### config.mk
export PLATFORM = sky130hd
export DESIGN_NAME = idma_axis_write_flat
export DESIGN_NICKNAME = d
export VERILOG_FILES = /design/src/rtl/idma_axis_write_if.sv /design/src/rtl/idma_axis_write.sv /design/src/flat_wrapper.sv
export SDC_FILE = /design/constraint.sdc
export NUM_CORES = 1
export LEC_CHECK = 0
export CAP_MARGIN = 25
export CORE_AREA = 3 3 150 152
export DETAILED_ROUTE_END_ITERATION = 6
export DIE_AREA = 0 0 153 155
export SYNTH_ARGS = -nofsm -noshare
export SYNTH_HDL_FRONTEND = slang
export SYNTH_SLANG_ARGS = --single-unit
### constraint.sdc
create_clock -name clk_i -period 5.8 [get_ports clk_i]
set_clock_uncertainty 0.2 [all_clocks]
set_input_delay 1.45 -clock clk_i [delete_from_list [all_inputs] [get_ports clk_i]]
set_output_delay 1.45 -clock clk_i [all_outputs]
set_load 0.1 [all_outputs]
### src/rtl/idma_axis_write_if.sv
// Bundle of the iDMA AXI Stream write task: descriptor, completion, meta,
// AXI Stream manager and per-byte transport buffer channels.
interface idma_axis_write_if #(
  parameter int unsigned StrbWidth     = 16,
  parameter int unsigned NumBeatsWidth = 8
);
  localparam int unsigned OffsetWidth = $clog2(StrbWidth) + 1;

  typedef logic [7:0]           byte_t;
  typedef logic [StrbWidth-1:0] strb_t;

  typedef struct packed {
    byte_t [StrbWidth-1:0] data;
    strb_t                 strb;
    strb_t                 keep;
    logic                  last;
  } axis_t_t;

  typedef struct packed {
    axis_t_t t;
    logic    tvalid;
  } write_req_t;

  typedef struct packed {
    logic tready;
  } write_rsp_t;

  typedef struct packed {
    logic [OffsetWidth-1:0]   offset;
    logic [OffsetWidth-1:0]   tailer;
    logic [NumBeatsWidth-1:0] num_beats;
    logic                     is_single;
  } w_dp_req_t;

  typedef struct packed {
    logic [1:0] resp;
    logic       user;
  } w_dp_rsp_t;

  typedef struct packed {
    logic [31:0] addr;
  } write_meta_chan_t;

  // Every channel is valid/ready: a transfer happens in the cycle where both
  // are high; valid never waits on ready and the payload holds until the transfer.
  w_dp_req_t             w_dp_req_i;
  logic                  w_dp_req_valid_i;
  logic                  w_dp_req_ready_o;
  w_dp_rsp_t             w_dp_rsp_o;
  logic                  w_dp_rsp_valid_o;
  logic                  w_dp_rsp_ready_i;
  write_meta_chan_t      write_meta_req_i;
  logic                  write_meta_valid_i;
  logic                  write_meta_ready_o;
  write_req_t            write_req_o;
  write_rsp_t            write_rsp_i;
  byte_t [StrbWidth-1:0] buffer_out_i;
  strb_t                 buffer_out_valid_i;
  strb_t                 buffer_out_ready_o;
  logic                  w_chan_valid_o;
  logic                  w_chan_ready_o;

  modport master (
    output w_dp_req_i, w_dp_req_valid_i, w_dp_rsp_ready_i,
    output write_meta_req_i, write_meta_valid_i, write_rsp_i,
    output buffer_out_i, buffer_out_valid_i,
    input  w_dp_req_ready_o, w_dp_rsp_o, w_dp_rsp_valid_o,
    input  write_meta_ready_o, write_req_o, buffer_out_ready_o,
    input  w_chan_valid_o, w_chan_ready_o
  );

  modport slave (
    input  w_dp_req_i, w_dp_req_valid_i, w_dp_rsp_ready_i,
    input  write_meta_req_i, write_meta_valid_i, write_rsp_i,
    input  buffer_out_i, buffer_out_valid_i,
    output w_dp_req_ready_o, w_dp_rsp_o, w_dp_rsp_valid_o,
    output write_meta_ready_o, write_req_o, buffer_out_ready_o,
    output w_chan_valid_o, w_chan_ready_o
  );
endinterface

### src/rtl/idma_axis_write.sv
// iDMA write task for an AXI Stream destination: drains the per-byte buffer
// into masked AXI Stream beats with tlast and reports completion per descriptor.
module idma_axis_write #(
  parameter int unsigned StrbWidth     = 16,
  parameter int unsigned NumBeatsWidth = 8
) (
  input  logic                clk_i,
  input  logic                rst_i,
  idma_axis_write_if.slave    bus,
  output logic [1:0]          dbg_state_o
);
  localparam int unsigned OffsetWidth = $clog2(StrbWidth) + 1;

  typedef logic [StrbWidth-1:0] strb_t;
  typedef enum logic [1:0] {
    IDLE   = 2'd0,
    STREAM = 2'd1,
    RESP   = 2'd2
  } state_e;

  state_e                   state_q, state_d;
  logic [NumBeatsWidth-1:0] beat_cnt_q;
  logic [OffsetWidth-1:0]   offset_q, tailer_q, tail_shift;
  logic                     single_q, first_q;
  strb_t                    first_mask, last_mask, mask;
  logic                     last_beat, tvalid, tready, fire;
  logic                     accept, req_ready, rsp_valid;
  logic                     unused_meta;

  assign first_mask = {StrbWidth{1'b1}} << offset_q;
  assign tail_shift = OffsetWidth'(StrbWidth) - tailer_q;
  // A tailer of zero means the last beat is full.
  assign last_mask  = (tailer_q != '0) ? ({StrbWidth{1'b1}} >> tail_shift)
                                       : {StrbWidth{1'b1}};
  assign last_beat  = (beat_cnt_q == '0) || single_q;
  assign mask       = (first_q ? first_mask : {StrbWidth{1'b1}}) &
                      (last_beat ? last_mask : {StrbWidth{1'b1}});

  assign tready = bus.write_rsp_i.tready;
  // Bytes outside the mask are don't-care; tvalid never looks at tready.
  assign tvalid = (state_q == STREAM) && (&(bus.buffer_out_valid_i | ~mask));
  assign fire   = tvalid && tready;

  always_comb begin
    state_d   = state_q;
    req_ready = 1'b0;
    rsp_valid = 1'b0;
    accept    = 1'b0;
    unique case (state_q)
      IDLE: begin
        req_ready = 1'b1;
        if (bus.w_dp_req_valid_i) begin
          accept  = 1'b1;
          state_d = STREAM;
        end
      end
      STREAM: begin
        if (fire && (beat_cnt_q == '0)) state_d = RESP;
      end
      RESP: begin
        rsp_valid = 1'b1;
        req_ready = bus.w_dp_rsp_ready_i;
        if (bus.w_dp_rsp_ready_i) begin
          if (bus.w_dp_req_valid_i) begin
            accept  = 1'b1;
            state_d = STREAM;
          end else begin
            state_d = IDLE;
          end
        end
      end
      default: state_d = IDLE;
    endcase
  end

  always_ff @(posedge clk_i or posedge rst_i) begin
    if (rst_i) begin
      state_q    <= IDLE;
      beat_cnt_q <= '0;
      offset_q   <= '0;
      tailer_q   <= '0;
      single_q   <= 1'b0;
      first_q    <= 1'b0;
    end else begin
      state_q <= state_d;
      if (accept) begin
        offset_q   <= bus.w_dp_req_i.offset;
        tailer_q   <= bus.w_dp_req_i.tailer;
        single_q   <= bus.w_dp_req_i.is_single;
        beat_cnt_q <= bus.w_dp_req_i.num_beats;
        first_q    <= 1'b1;
      end else if (fire) begin
        first_q <= 1'b0;
        if (beat_cnt_q != '0) beat_cnt_q <= beat_cnt_q - 1'b1;
      end
    end
  end

  assign bus.w_dp_req_ready_o   = req_ready;
  assign bus.w_dp_rsp_valid_o   = rsp_valid;
  assign bus.w_dp_rsp_o         = '0;
  assign bus.write_meta_ready_o = 1'b1;
  assign bus.write_req_o        = {bus.buffer_out_i, mask, mask, last_beat, tvalid};
  assign bus.buffer_out_ready_o = fire ? mask : '0;
  assign bus.w_chan_valid_o     = tvalid;
  assign bus.w_chan_ready_o     = tready;
  assign dbg_state_o            = state_q;

  // AXI Stream has no address phase, so the meta payload is accepted and dropped.
  assign unused_meta = ^{bus.write_meta_req_i, bus.write_meta_valid_i};
endmodule

### src/flat_wrapper.sv
// flat-port wrapper written by rule: the top's interface ports become plain ports
module idma_axis_write_flat 
#(
  parameter int unsigned StrbWidth     = 16,
  parameter int unsigned NumBeatsWidth = 8
)
  (clk_i, rst_i, dbg_state_o, bus_w_dp_req_i, bus_w_dp_req_valid_i, bus_w_dp_rsp_ready_i, bus_write_meta_req_i, bus_write_meta_valid_i, bus_write_rsp_i, bus_buffer_out_i, bus_buffer_out_valid_i, bus_w_dp_req_ready_o, bus_w_dp_rsp_o, bus_w_dp_rsp_valid_o, bus_write_meta_ready_o, bus_write_req_o, bus_buffer_out_ready_o, bus_w_chan_valid_o, bus_w_chan_ready_o);
  idma_axis_write_if #(.StrbWidth(StrbWidth), .NumBeatsWidth(NumBeatsWidth)) bus_i ();
  input  logic clk_i;
  input  logic rst_i;
  output logic [1:0] dbg_state_o;
  input wire logic [$bits(bus_i.w_dp_req_i)-1:0] bus_w_dp_req_i;
  input wire logic [$bits(bus_i.w_dp_req_valid_i)-1:0] bus_w_dp_req_valid_i;
  input wire logic [$bits(bus_i.w_dp_rsp_ready_i)-1:0] bus_w_dp_rsp_ready_i;
  input wire logic [$bits(bus_i.write_meta_req_i)-1:0] bus_write_meta_req_i;
  input wire logic [$bits(bus_i.write_meta_valid_i)-1:0] bus_write_meta_valid_i;
  input wire logic [$bits(bus_i.write_rsp_i)-1:0] bus_write_rsp_i;
  input wire logic [$bits(bus_i.buffer_out_i)-1:0] bus_buffer_out_i;
  input wire logic [$bits(bus_i.buffer_out_valid_i)-1:0] bus_buffer_out_valid_i;
  output wire logic [$bits(bus_i.w_dp_req_ready_o)-1:0] bus_w_dp_req_ready_o;
  output wire logic [$bits(bus_i.w_dp_rsp_o)-1:0] bus_w_dp_rsp_o;
  output wire logic [$bits(bus_i.w_dp_rsp_valid_o)-1:0] bus_w_dp_rsp_valid_o;
  output wire logic [$bits(bus_i.write_meta_ready_o)-1:0] bus_write_meta_ready_o;
  output wire logic [$bits(bus_i.write_req_o)-1:0] bus_write_req_o;
  output wire logic [$bits(bus_i.buffer_out_ready_o)-1:0] bus_buffer_out_ready_o;
  output wire logic [$bits(bus_i.w_chan_valid_o)-1:0] bus_w_chan_valid_o;
  output wire logic [$bits(bus_i.w_chan_ready_o)-1:0] bus_w_chan_ready_o;
  assign bus_i.w_dp_req_i = bus_w_dp_req_i;
  assign bus_i.w_dp_req_valid_i = bus_w_dp_req_valid_i;
  assign bus_i.w_dp_rsp_ready_i = bus_w_dp_rsp_ready_i;
  assign bus_i.write_meta_req_i = bus_write_meta_req_i;
  assign bus_i.write_meta_valid_i = bus_write_meta_valid_i;
  assign bus_i.write_rsp_i = bus_write_rsp_i;
  assign bus_i.buffer_out_i = bus_buffer_out_i;
  assign bus_i.buffer_out_valid_i = bus_buffer_out_valid_i;
  assign bus_w_dp_req_ready_o = bus_i.w_dp_req_ready_o;
  assign bus_w_dp_rsp_o = bus_i.w_dp_rsp_o;
  assign bus_w_dp_rsp_valid_o = bus_i.w_dp_rsp_valid_o;
  assign bus_write_meta_ready_o = bus_i.write_meta_ready_o;
  assign bus_write_req_o = bus_i.write_req_o;
  assign bus_buffer_out_ready_o = bus_i.buffer_out_ready_o;
  assign bus_w_chan_valid_o = bus_i.w_chan_valid_o;
  assign bus_w_chan_ready_o = bus_i.w_chan_ready_o;
  idma_axis_write #(.StrbWidth(StrbWidth), .NumBeatsWidth(NumBeatsWidth)) u_core (.clk_i(clk_i), .rst_i(rst_i), .bus(bus_i), .dbg_state_o(dbg_state_o));
endmodule
==> results <==
-- worst reg2reg max path: stages, from the launching register on --
cell and delay, ps:
dfrtp_1 460, inv_1 140, ha_1 180, nand2b_1 100
or2_2 300, inv_1 60, ha_1 250, nand2_1 100
nor3_1 50, or4b_1 510, a311o_1 320, nor3_2 320
nand3_2 150, buf_4 210, or4_1 400, a31oi_1 170
-- per-stage QoR --
step	TNS [ps]	util	hold WS (ps)	total power, W	instances
after CTS	0	0.1724	358.8	0.001978	660
final	0	0.1743	353.0	0.001966	662
after floorplan	-2529	-	275.2	0.001949	446
after global routing	0	0.1742	410.0	0.002056	661
after detailed placement	0	0.1680	344.1	0.001807	656
after global placement	0	0.1680	342.8	0.001797	656
-- logic make-up after synthesis --
kind of cell / synth area share
buffers and inverters: 0.4041
AND/OR/NAND/NOR: 0.2036
AO/OA/AOI/OAI: 0.1975
flip-flops: 0.1671
adder cells (fa/ha/maj): 0.02279
other: 0.002280
XOR/XNOR: 0.002659
-- sequential cells by signal (all words and copies together), names as in the netlist --
name                cells
u_core.dbg_state_o      2
u_core.single_q         1
u_core.tailer_q         5
u_core.beat_cnt_q       8
u_core.first_q          1
u_core.offset_q         5
-- worst max path at each step --
stage	end	cells past startpoint
floorplan	bus_buffer_out_ready_o[13]	16
global placement	bus_buffer_out_ready_o[10]	8
detailed placement	bus_buffer_out_ready_o[10]	8
CTS	bus_buffer_out_ready_o[0]	14
global route	bus_buffer_out_ready_o[4]	10
finish	bus_buffer_out_ready_o[0]	9
-- area by class of cell --
| cell class | count | area [sq um] |
|---|---|---|
| sequential | 22 | 550.5 |
| fill | 2407 | 17470 |
| inverter | 26 | 97.59 |
| timing repair buffer | 104 | 1134 |
| antenna | 1 | 2.502 |
| tap | 275 | 344.1 |
| multi-input combinational | 230 | 1470 |
| clock buffer | 4 | 88.84 |
-- power breakdown --
group / total [W] / internal [W] / leakage [nW] / switching [W]
Combinational: 0.00153 / 0.000339 / 1.23 / 0.00119
Sequential: 0.000270 / 0.000191 / 0.266 / 0.0000792
Clock: 0.000165 / 0.000105 / 0.0442 / 0.0000597
-- repair_timing --
item / CTS / global route
pin swaps: 0 / 0
resized for setup: 1 / 3
endpoints found under the setup margin: 3 / 16
-- metal layers --
layer  wire [microns]  vias to the layer above  track usage
met3              977                       72      0.02281
met2             5223                      161       0.1475
li1                 -                     1227            -
met4              522                        2      0.03691
met1             4470                     1224       0.1092
met5               12                        -            0
-- cell usage in the layout, fill, tap and decap left out, drive strengths merged, types with 5 or more instances in the layout --
master and instances:
inv 26, o21a 5, buf 61, a21o 5
dfrtp 22, ha 6, clkdlybuf4s50 43, nand3 7
nor3 8, a21oi 21, o21ai 22, nand2b 5
nor2 26, nand2 42, and2 11
==> results.json <==
{
  "outcome": "complete, no violations",
  "cts_setup_buffers": 0,
  "hold_viol": 0,
  "worstPathArrival_ps": 3980,
  "synthTopCellsByCount": "buf_4 (151), nand2_1 (41), inv_1 (26), nor2_1 (26), dfrtp_1 (22)",
  "port_buffers": 95,
  "drv_slew": 0,
  "clockBufferDepth": 2,
  "yosys.area.top_type": "buf_4",
  "nNetsFinal": 594,
  "rsz0062_at_grt": "false",
  "place_area_sq_mm": 0.003553,
  "wirelength_mm": 11.21,
  "p_leak_nw": 1.540,
  "synthTopCellsByArea": "buf_4 (34%), dfrtp_1 (17%), nand2_1 (4.7%)",
  "fp.coreArea_sq_mm": 0.02115,
  "pre_cts_ws_ps": 18.40,
  "grt_first_pass_wirelength_mm": 16.29,
  "timing.final.ws_setup_ps": 165.4,
  "powerDensity_mw_per_mm2": 533.3,
  "cap_violations": 0,
  "critPathRequiredTime_ps": 4150,
  "critPathLaunchType": "input port",
  "cts_max_level": 1,
  "crit_type": "in2out",
  "hold-path-endpoint": "u_core.single_q",
  "drtIter0Drc": 126,
  "grt_pass1_vias": 2575,
  "synth_seq_cells": 22,
  "ant_nets": 0,
  "r2r_start": "u_core.tailer_q[0]",
  "grtUsageTotal": 0.08864,
  "crit_family": "simple AND/OR/NAND/NOR gates",
  "vias_per_cell": 4.057,
  "grt_max_degree": 23,
  "start_util": 0.1557,
  "ctsHoldBuffers": 0,
  "hold_path.class": "reg2reg",
  "async_flop_share": 1.000,
  "path_max_fanout": 10,
  "tightest_slew_ps": 977.8,
  "fin_crit_ps": 5635,
  "reg2reg_to": "u_core.beat_cnt_q[2]",
  "ff2ff_setup_slack_ps": 1810,
  "hold_depth": 2,
  "netlist_area_sq_mm": 0.003294,
  "synth_most_common_cell": "buf_4",
  "drc": 0,
  "overflow": 0,
  "critPathMaxStageDelay_ps": 490,
  "vdd_drop_max_uv": 288.2,
  "synth_flop_cell": "dfrtp_1",
  "cts_tree": "built",
  "clockRootBuffer": "clkbuf_16",
  "r2r_cells": 15,
  "crit_start": "bus_buffer_out_valid_i[15]",
  "cp_cell_sequence": "clkdlybuf4s50_1, a21o_1, a2111oi_0, or4b_1, a311o_1, nor3_2, and3_4, and2_1, buf_12",
  "syn_inst": 444,
  "antenna_found_initial": 1,
  "fin_area_sq_mm": 0.003687,
  "clkLatencyLatePin_ps": 260,
  "synth.avg_cell_area_sq_um": 7.420,
  "worst_setup_path_end_kind": "output port",
  "cts.sinks": 22,
  "clkTransAtPathRegs_ps": 70,
  "finalSetupViolCount": 0,
  "timing.final.crit_share": 0.9715,
  "rows": 53,
  "vias": 2686,
  "routabilityCongestion": 0.8271,
  "fp.dieW_microns": 153,
  "die_area_sq_mm": 0.02372,
  "worstHoldStart": "u_core.single_q",
  "critPathSlowestCell": "or4b_1",
  "fmax_ghz": 0.1775,
  "areaGrowthSynthToFinish_pct": 11.93,
  "layout-drive-gt1-share": 0.2409,
  "io_pins": 389,
  "die_height_microns": 155,
  "ys_seq_area_frac": 0.1671,
  "drt_pass1_iterations": 4,
  "synth_top_cell_area_share": 0.3441,
  "numCtsBuffers": 3,
  "synth-edff-count": 0,
  "wl_per_cell_microns": 16.93,
  "synth_warnings": 0,
  "dp_hpwl_mm": 9.408,
  "yosysUniqueCellTypes": 62,
  "slew-limit-headroom": 0.3461,
  "critical_path_buf_inv_count": 2
}
Note: power is estimated with default switching activity, not from simulation.
